<file path="src/rtl/rr_arbiter8.sv">
// Eight-requester round-robin arbiter with a bounded grant hold time.
// Registered one-hot grant plus {valid, index}; priority rotates past each released owner.
module rr_arbiter8 #(
  parameter int unsigned MAX_HOLD = 16,
  parameter int unsigned CNT_W    = 8
) (
  input  logic       clk,
  input  logic       rst_n,
  input  logic       en,
  input  logic [7:0] req,
  output logic [7:0] gnt,
  output logic       gnt_valid,
  output logic [2:0] gnt_id
);

  localparam int unsigned N = 8;
  localparam logic [CNT_W-1:0] HOLD_LAST = CNT_W'(MAX_HOLD - 1);

  typedef enum logic {
    IDLE,
    GRANT
  } state_e;

  state_e           state_q;
  logic [2:0]       ptr_q;
  logic [CNT_W-1:0] hold_cnt_q;

  logic       release_c;
  logic [2:0] base_c;
  logic [2:0] cand_c;
  logic [2:0] win_c;
  logic       found_c;

  // On release the search starts just past the owner, otherwise at ptr.
  always_comb begin
    release_c = (state_q == GRANT) && (!req[gnt_id] || (hold_cnt_q == HOLD_LAST));
    base_c    = (state_q == GRANT) ? (gnt_id + 3'd1) : ptr_q;
    found_c   = 1'b0;
    win_c     = 3'd0;
    cand_c    = 3'd0;
    // Scan from farthest to nearest so the nearest set bit wins.
    for (int k = N - 1; k >= 0; k--) begin
      cand_c = base_c + 3'(k);
      if (req[cand_c]) begin
        found_c = 1'b1;
        win_c   = cand_c;
      end
    end
  end

  always_ff @(posedge clk or negedge rst_n) begin
    if (!rst_n) begin
      state_q    <= IDLE;
      ptr_q      <= 3'd0;
      hold_cnt_q <= '0;
      gnt        <= 8'd0;
      gnt_valid  <= 1'b0;
      gnt_id     <= 3'd0;
    end else begin
      case (state_q)
        IDLE: begin
          if (en && found_c) begin
            state_q    <= GRANT;
            hold_cnt_q <= '0;
            gnt        <= 8'd1 << win_c;
            gnt_valid  <= 1'b1;
            gnt_id     <= win_c;
          end else begin
            gnt       <= 8'd0;
            gnt_valid <= 1'b0;
            gnt_id    <= 3'd0;
          end
        end
        GRANT: begin
          if (!release_c) begin
            hold_cnt_q <= hold_cnt_q + CNT_W'(1);
          end else begin
            ptr_q <= gnt_id + 3'd1;
            // Hand off with no idle gap when anyone else (or the owner alone) still requests.
            if (en && found_c) begin
              hold_cnt_q <= '0;
              gnt        <= 8'd1 << win_c;
              gnt_valid  <= 1'b1;
              gnt_id     <= win_c;
            end else begin
              state_q    <= IDLE;
              hold_cnt_q <= '0;
              gnt        <= 8'd0;
              gnt_valid  <= 1'b0;
              gnt_id     <= 3'd0;
            end
          end
        end
        default: begin
          state_q <= IDLE;
        end
      endcase
    end
  end

endmodule

</file>
<file path="config.mk">
export PLATFORM = sky130hd
export DESIGN_NAME = rr_arbiter8
export DESIGN_NICKNAME = d
export VERILOG_FILES = /design/src/rtl/rr_arbiter8.sv
export SDC_FILE = /design/constraint.sdc
export NUM_CORES = 1
export LEC_CHECK = 0
export ABC_AREA = 1
export BUFFER_PORTS_ARGS = -buffer_cell sky130_fd_sc_hd__buf_2
export CAP_MARGIN = 20
export CORE_ASPECT_RATIO = 1.5
export CORE_MARGIN = 1.5
export CORE_UTILIZATION = 55
export DETAILED_ROUTE_END_ITERATION = 8
export GPL_TIMING_DRIVEN = 0
export PLACE_DENSITY = 0.85
export SLEW_MARGIN = 40
export SYNTH_ARGS = -nofsm -noshare
export SYNTH_HDL_FRONTEND = slang
export SYNTH_SLANG_ARGS = --single-unit
</file>
<file path="constraint.sdc">
create_clock -name clk -period 3.07 [get_ports clk]
set_clock_uncertainty 0.15 [all_clocks]
set_input_delay 0.614 -clock clk [delete_from_list [all_inputs] [get_ports clk]]
set_output_delay 0.614 -clock clk [all_outputs]
set_load 0.01 [all_outputs]
</file>
# Word-level counts from Yosys, hierarchy flattened
# Cells that the tools add are included.
dict set report classes {
  n_reduce_logical 5
  n_eq_ne 3
  shifts 1
  n_lt_le_gt_ge 9
  bitwise 1
  n_mux 49
  div_mod_pow 0
  add_sub_neg 9
  mul 0
}
# cell n
set ops {}
lappend ops {{< comparator 3 x 4 -> 1 bit, second input constant} 9}
lappend ops {{2-to-1 mux 3 bit} 11}
lappend ops {{2-to-1 mux 8 bit} 4}
lappend ops {{one-hot mux 8 bit (2 select lines)} 2}
lappend ops {{binary-select mux 1 bit (select 3 bit)} 9}
lappend ops {{2-to-1 mux 1 bit} 20}
lappend ops {{adder 3 bit, second input constant} 4}
lappend ops {{adder 8 x 1 -> 8 bit, second input constant} 1}
lappend ops {{== test 8 x 4 -> 1 bit, second input constant} 1}
lappend ops {{<< shifter 1 x 3 -> 8 bit, first input constant} 1}
lappend ops {{adder 3 x 1 -> 3 bit, second input constant} 2}
lappend ops {{adder 3 x 2 -> 3 bit, second input constant} 2}
lappend ops {{one-hot mux 3 bit (2 select lines)} 1}
lappend ops {{one-hot mux 1 bit (2 select lines)} 2}
lappend ops {{logical AND 1 bit} 2}
lappend ops {{inequality test 2 x 1 -> 1 bit, second input constant} 1}
lappend ops {{inequality test 2 bit, second input constant} 1}
lappend ops {{AND reduction 2 bit} 1}
lappend ops {{zero test 1 bit} 1}
lappend ops {{logical OR 1 bit} 1}
lappend ops {{NOT 1 bit} 1}
dict set report totals {
  rom_bits 0
  elab_cells 83
  latch_bits 0
  input_bits 11
  mem_bits_rw 0
  out_inout_bits 12
  mem_count 0
  reg_bits 24
}

# Depth between registers and ports, before layout
# Gate-level depths: netlist (run 1).
dict set report logic_depth {
  word_depth 17
  depth_mapped 24
  depth_no_buf 21
}

# Least setup slack after synthesis (run 1)
# Ideal clock, no wire load.
dict set report synth_timing {
  path_type {register to register}
  startpoint {reg gnt_id[0]}
  endpoint {reg gnt[6]}
  arrival_time_ns 2.282
  required_ns 2.803
  slack_ns 0.520
  setup_time_ns 0.117
  path_buffers 0
  path_stages_with_launch 21
  cell_sequence {dfrtp_1 > ha_1 > nand2_1 > nand2_4 > ha_1 > inv_1 > nand3_1 > nand2_1 > nand2_1 > nand2_1 > inv_2 > nand3_1 > nand3_1 > nand2_1 > nand2_1 > nand2_1 > nand2_2 > nand2_4 > nand2_4 > nand3_1 > nand2_1}
}
dict set report synth_via {
  elab_chain_len 17
  elab_cells_between_ends 52
}
# item line_no
set synth_lines {}
lappend synth_lines {{from (decl)} 13} ;# output logic [2:0] gnt_id
lappend synth_lines {{from (signal assigned)} 67} ;# gnt_id <= win_c;
lappend synth_lines {{from (signal assigned)} 84} ;# gnt_id <= win_c;
lappend synth_lines {{adder 3 x 1 -> 3 bit} 37} ;# base_c = (state_q == GRANT) ? (gnt_id + 3'd1) : ptr_q;
lappend synth_lines {{2-to-1 mux 3 bit} 37}
lappend synth_lines {{adder 3 bit} 43} ;# cand_c = base_c + 3'(k);
lappend synth_lines {{binary-select mux 1 bit (select 3 bit)} 44} ;# if (req[cand_c]) begin
lappend synth_lines {{2-to-1 mux 1 bit (implied by the code)} 44}
lappend synth_lines {{2-to-1 mux 3 bit or 2-to-1 mux 1 bit (tied branches) (8 in series)} 44}
lappend synth_lines {{<< shifter 1 x 3 -> 8 bit or logical AND 1 bit (tied branches)} -}
lappend synth_lines {{2-to-1 mux 8 bit} {62, 80}}
lappend synth_lines {{2-to-1 mux 8 bit} 75} ;# if (!release_c) begin
lappend synth_lines {{one-hot mux 8 bit (2 select lines)} 60} ;# case (state_q)
lappend synth_lines {{to (signal assigned)} 65} ;# gnt <= 8'd1 << win_c;
lappend synth_lines {{to (signal assigned)} 82} ;# gnt <= 8'd1 << win_c;
lappend synth_lines {{to (decl)} 11} ;# output logic [7:0] gnt,
# Parallel ways exist; a longest one is shown, timed or not. The select of a mux whose other input is x is not followed.
# A chain may end at the register's enable or synchronous reset.

# Worst setup path in the final report (run 1)
dict set report layout_timing {
  startpoint {reg gnt_id[0]}
  endpoint {reg hold_cnt_q[4]}
}
dict set report layout_via {
  elab_chain_len 15
  elab_cells_between_ends 42
}
# item line_no
set layout_lines {}
lappend layout_lines {{adder 3 x 1 -> 3 bit} 37}
lappend layout_lines {{2-to-1 mux 3 bit} 37}
lappend layout_lines {{adder 3 bit} 43}
lappend layout_lines {{binary-select mux 1 bit (select 3 bit)} 44}
lappend layout_lines {{2-to-1 mux 1 bit (implied by the code)} 44}
lappend layout_lines {{2-to-1 mux 1 bit (8 in series)} 44}
lappend layout_lines {{logical AND 1 bit} 62} ;# if (en && found_c) begin
lappend layout_lines {{inequality test 2 bit (no line)} -}
lappend layout_lines {{to (signal assigned)} 76} ;# hold_cnt_q <= hold_cnt_q + CNT_W'(1);
lappend layout_lines {{to (decl)} 26} ;# logic [CNT_W-1:0] hold_cnt_q;
# Parallel ways exist; a longest one is shown, timed or not. The select of a mux whose other input is x is not followed.

==> impl_results.md, run 1 <==
* Flop2flop setup slack at 0.29 ns
* Critical path's most frequent cell: nand2_1
* Syn avg cell area at between 6 and 7 um2
* Nets at 392
* CP Data Arrival Time at 2.84 ns
* Fin. Hold Viols at 0
* Crit-path leading delay family: simple AND/OR/NAND/NOR gates
* Measured slew at the worst slew-check pin at 0.521 ns
* Clock transition at path regs at 0.08 ns
* Routed WL at 5.22 mm
* Inserted Clock Buffers at 3
* Layout cell share with drive strength beyond 1 at 20.2%
* Finished Cell Area at 2450 um2
* Setup_tns at 0 ns
* Peak Freq at ~360 MHz
* Htree depth at 1
* #FFs+latches synth at 24
* Post-Syn Area at 2180 um2
* Global-route wire length before repair at about 9 mm
* Vias in the first global route at 2162
* Die area at roughly 4400 um2
* Post-route ant nets at 0
* Final period utilization at 90.5%
* Worst Setup Start Kind: flip-flop
* Cell Chain, Critical Path: buf_4, inv_1, nand2_1, nand2_2, buf_6, ha_4, inv_2, nand3_1, nand2_1, nand2_1, nand2_1, inv_1, nand4_2, nand2_2, nand2_4, nand3_2, o21ai_1, nand2_1, nor2_1
* Crit-path max cell delay at 0.45 ns
* Drt wl/cell at 12.4 um
* # diodes at 0
* Clock buffer depth at 2
* Synth area leader: dfrtp_1
* Dpl cell area at 2350 um2
* Initial DRC Count at 56
* Drt via density at 5.41
* WP buf/inv at 5
* Via count at 2273
* Req. time, crit path at approximately 3.1 ns
* Worst setup EP type: flip-flop
* RePlAce Congestion at between 0.8 and 0.9
* Core box area at 3750 um2
* Seq/Total Area, Yosys at 27.5%
* Die Wd at 54.4 um
* Worst skew pair latency at 0.27 ns
* Largest net degree at the start of global routing at 25
* DR DRC count at 0
* Slew HR at ~65%
* Worst Hold Class: input port to async pin
* Synth top area share at 27.5%
* CP max-delay cell: dfrtp_2
* Die H at roughly 80 um
* # fillers at ~340
* Max-Cap Viols at 0
* Final worst path period need at between 2 and 3 ns
* Pins over their slew limit at 0
* Port Buffer Count at 22
* Initial antenna violation count at 0
* Hold buffer count at cts at 0
* Hpwl dp at 4.10 mm
* Status: finished clean
* Area grow syn2layout at 12.4%
* GRT Residual Overflow at 0
* Syn_nets at 364
* I/O pin total at 23
* RSZ-0062 raised after global routing: false
* Post-Synthesis Cells at 350
* CP max FO at 10
* Setup violations, final at 0
* WS Path Type: flip-flop to flip-flop
* Count of cell types in the netlist at 35
* CTS tree: done
* Pre-Repair DR Iteration Count at 5
* CTS sink cnt at 24
* CTS root buffer: clkbuf_8
* Ranking of synthesized cells by area: dfrtp_1 28%, nand2_1 27%, nand3_1 8.9%, inv_1 5.3%, nand2_2 4.3%
* Num rows at 27
* Initial Util at 58.2%
* Synth warn at 0
* Total GRT Usage at 27.5%
## synthesized netlist by cell type (all sizes together)
master / n
o31ai: 1
o22ai: 1
a31oi: 1
nor2: 8
dfrtp: 24
ha: 3
mux2i: 1
nand2: 178
buf: 7
nand4: 8
o32ai: 2
o21bai: 2
clkinv: 1
nor3: 1
a21oi: 9
inv: 39
or2: 2
nand3: 42
xor2: 3
o21ai: 12
nor4: 2
and2: 2
a32o: 1
## layout make-up
class | count | area, um2 | share of cell area, %
inverters | 40 | 155 | 6.32
plain buffers | 7 | 66.3 | 2.70
repair buffers | 23 | 118 | 4.79
multi-input cells | 279 | 1390 | 56.6
clock buffers | 3 | 41.3 | 1.68
clock inverters | 1 | 30.0 | 1.22
well taps | 43 | 53.8 | 2.19
flip-flops and latches | 24 | 602 | 24.5
## metal layers
metal / track usage (%) / vias to the layer above / wire length, um / share of wire (%)
li1: - / 1167 / - / -
met2: 49.8 / 49 / 2770 / 53
met4: 13.8 / 0 / 203 / 3.9
met5: 0 / - / 0 / 0
met3: 2.42 / 17 / 114 / 2.2
met1: 30.3 / 1040 / 2130 / 41
## cells by family after synthesis
family                     count (synthesis)  share of synthesized area (%)
and+or+nand+nor                          243                           50.7
buffers and inverters                     47                           10.1
AOI/OAI and AO/OA                         29                           8.20
DFF                                       24                           27.5
xor gates and xnor gates                   3                           1.20
adders and majority gates                  3                           1.72
muxes                                      1                          0.459
## repair_timing
item                                    4_1_cts  5_1_grt
setup buffers                                 0        1
resized for setup                             0        6
endpoints found under the setup margin        0       14
## per-stage QoR
| step | utilization, % | cells | worst slack, ns | hold WS, ns |
|---|---|---|---|---|
| after detailed placement | 62.6 | 415 | 0.150 | 0.311 |
| after CTS | 64.5 | 419 | 0.125 | 0.172 |
| after floorplan | - | 350 | 0.520 | 0.168 |
| after global placement | 62.6 | 415 | 0.159 | 0.312 |
| after global routing | 65.4 | 420 | 0.0466 | 0.200 |
| final | 65.4 | 420 | 0.291 | 0.158 |
## sequential cells by signal (all words and copies together) (netlist names)
register    cells
hold_cnt_q      8
gnt_valid       1
ptr_q           3
gnt             8
state_q         1
gnt_id          3
## final timing paths
| check | start | to | cells after the start |
|---|---|---|---|
| max | gnt_id[0] | hold_cnt_q[4] | 19 |
| min | rst_n | gnt[4] | 1 |
| max reg2reg | gnt_id[0] | hold_cnt_q[4] | 19 |
| min reg2reg | gnt[5] | gnt[5] | 2 |
| max in group asynchronous | rst_n | gnt_id[0] | 1 |
| min in group clk | gnt[5] | gnt[5] | 2 |
## layout by cell type (no fill, tap or decap), drive strengths merged
master  instances
nand2         178
nand3          42
inv            39
buf            30
dfrtp          24
o21ai          12
a21oi           9
nand4           8
nor2            8
xor2            3
clkbuf          3
ha              3
or2             2
nor4            2
o21bai          2
o32ai           2
and2            2
nor3            1
clkinv          1
a32o            1
mux2i           1
a31oi           1
o31ai           1
o22ai           1
bufinv          1
## worst register-to-register path: cells and delay by family (launching register included)
kind | cells | cell delay, ns
DFF | 1 | 0.45
AOI/OAI and AO/OA | 1 | 0.13
and+or+nand+nor | 12 | 1.13
buffers and inverters | 5 | 0.60
adders and majority gates | 1 | 0.24
Power of run 1 is not shown: default switching activity piles up to over one toggle a cycle in this logic, so the estimate is an artifact.
==> run 2: changes to the inputs <==
--- a/config.mk
+++ b/config.mk
@@ -10,10 +10,10 @@
 export CAP_MARGIN = 20
 export CORE_ASPECT_RATIO = 1.5
 export CORE_MARGIN = 1.5
-export CORE_UTILIZATION = 55
+export CORE_UTILIZATION = 59
 export DETAILED_ROUTE_END_ITERATION = 8
 export GPL_TIMING_DRIVEN = 0
-export PLACE_DENSITY = 0.85
+export PLACE_DENSITY = 0.9
 export SLEW_MARGIN = 40
 export SYNTH_ARGS = -nofsm -noshare
 export SYNTH_HDL_FRONTEND = slang
==> impl_results.md, run 2 (same netlist as run 1, synthesis figures left out) <==
* Worst setup EP type: flip-flop
* Final period utilization at 89.6% (-0.89 points)
* Worst Setup Start Kind: flip-flop
* Core box area at 3480 um2 (-7.2%)
* Die H at 77.5 um (-3.3%)
* Max-Cap Viols at 0 (unchanged)
* WS Path Type: flip-flop to flip-flop
* Drt via density at 5.46 (+0.94%)
* WP buf/inv at 5 (unchanged)
* GRT Residual Overflow at 0 (unchanged)
* Drt wl/cell at 12.7 um (+2.0%)
* Fin. Hold Viols at 0 (unchanged)
* Initial Util at 62.7% (+4.5 points)
* Num rows at 26 (-3.7%)
* Routed WL at 5.31 mm (+1.8%)
* Layout cell share with drive strength beyond 1 at 20.2% (unchanged)
* Total GRT Usage at 28.1% (+0.57 points)
* Pre-Repair DR Iteration Count at 4 (-1)
* Htree depth at 1 (unchanged)
* CP Data Arrival Time at 2.81 ns (-0.03 ns)
* CP max-delay cell: dfrtp_2
* Global-route wire length before repair at 8.93 mm (-0.16%)
* Initial DRC Count at 87 (+55%)
* Biggest regs: gnt x8, hold_cnt_q x8
* Slew HR at 65.2% (about the same)
* Largest net degree at the start of global routing at 25 (unchanged)
* Most frequent cells in the layout: 156 x nand2_1, 39 x nand3_1, 30 x inv_1, 24 x buf_2, 23 x dfrtp_1
* Area grow syn2layout at 12.4% (about the same)
* Die area at 4080 um2 (-6.5%)
* Peak Freq at 363 MHz (+0.99%)
* Most common cell after layout, fill and taps aside: nand2_1
* Status: finished clean
* Clock buffer depth at 2 (unchanged)
* CTS tree: done
* Clock transition at path regs at 0.09 ns (about the same)
* # diodes at 0 (unchanged)
* Inserted Clock Buffers at 3 (unchanged)
* Pins over their slew limit at 0 (unchanged)
* CTS root buffer: clkbuf_8
* Via count at 2289 (+0.70%)
* Vias in the first global route at 2053 (-5.0%)
* Crit-path leading delay family: simple AND/OR/NAND/NOR gates
* Req. time, crit path at 3.13 ns (about the same)
* Setup_tns at 0 ns (unchanged)
* Final worst path period need at 2.75 ns (-0.0272 ns)
* I/O pin total at 23 (unchanged)
* Critical path's most frequent cell: nand2_1
* Worst Hold Class: input port to async pin
* Worst skew pair latency at 0.27 ns (about the same)
* Setup violations, final at 0 (unchanged)
* RePlAce Congestion at 0.899 (+1.7%)
* DR DRC count at 0 (unchanged)
* RSZ-0062 raised after global routing: false
* Crit-path max cell delay at 0.45 ns (about the same)
* Nets at 392 (unchanged)
* Port Buffer Count at 22 (unchanged)
* Measured slew at the worst slew-check pin at 0.521 ns (+0.000736 ns)
* Cell Chain, Critical Path: buf_4, inv_1, nand2_1, nand2_2, buf_6, ha_4, inv_2, nand3_1, nand2_1, nand2_1, nand2_1, inv_1, nand4_2, nand2_2, nand2_4, nand3_2, o21ai_1, nand2_1, nor2_1
* Flop2flop setup slack at 0.32 ns (+0.03 ns)
* Post-route ant nets at 0 (unchanged)
* Die Wd at 52.7 um (-3.3%)
* Initial antenna violation count at 0 (unchanged)
* Hpwl dp at 4.07 mm (-0.71%)
* Hold buffer count at cts at 0 (unchanged)
* CTS sink cnt at 24 (unchanged)
* CP max FO at 10 (unchanged)
-- run 2: layout make-up --
type	count	area, um2
plain buffers	7	66.3
clock buffers	3	41.3
clock inverters	1	30.0
fillers	288	1030
inverters	40	155
multi-input cells	279	1390
flip-flops and latches	24	602
well taps	42	52.6
repair buffers	23	118
-- run 2: path summary, 6_finish.rpt --
| kind | from | end | depth (start not counted) |
|---|---|---|---|
| worst min register to register | gnt[7] | gnt[7] | 2 |
| max in group asynchronous | rst_n | gnt_id[0] | 1 |
| min in group clk | gnt[7] | gnt[7] | 2 |
| worst min-delay path | rst_n | hold_cnt_q[1] | 1 |
| worst max-delay path | gnt_id[0] | hold_cnt_q[4] | 19 |
| worst max register to register | gnt_id[0] | hold_cnt_q[4] | 19 |
-- run 2: timing repair --
action | CTS | global route
setup buffers | 0 | 1
endpoints found under the setup margin | 0 | 14
gates resized for setup | 0 | 6
-- run 2: stage by stage --
step	utilization, %	hold WS, ns	cell area, um2	std cells	setup WS [ns]
floorplan	-	0.168	2180	350	0.520
global placement	67.4	0.312	2340	414	0.178
detailed placement	67.4	0.311	2340	414	0.172
CTS	69.4	0.175	2420	418	0.141
global route	70.5	0.206	2450	419	0.0398
finish	70.5	0.158	2450	419	0.318
-- run 2: layer usage --
metal | vias to the layer above | routed length, um | global-route usage, % | part of all wire (%)
met5 | - | 0 | 0 | 0
met4 | 0 | 175 | 11.5 | 3.3
met3 | 15 | 129 | 1.92 | 2.4
met2 | 52 | 2900 | 51.1 | 54
met1 | 1048 | 2110 | 32.4 | 40
li1 | 1174 | - | - | -
Power of run 2 is left out for the same reason.
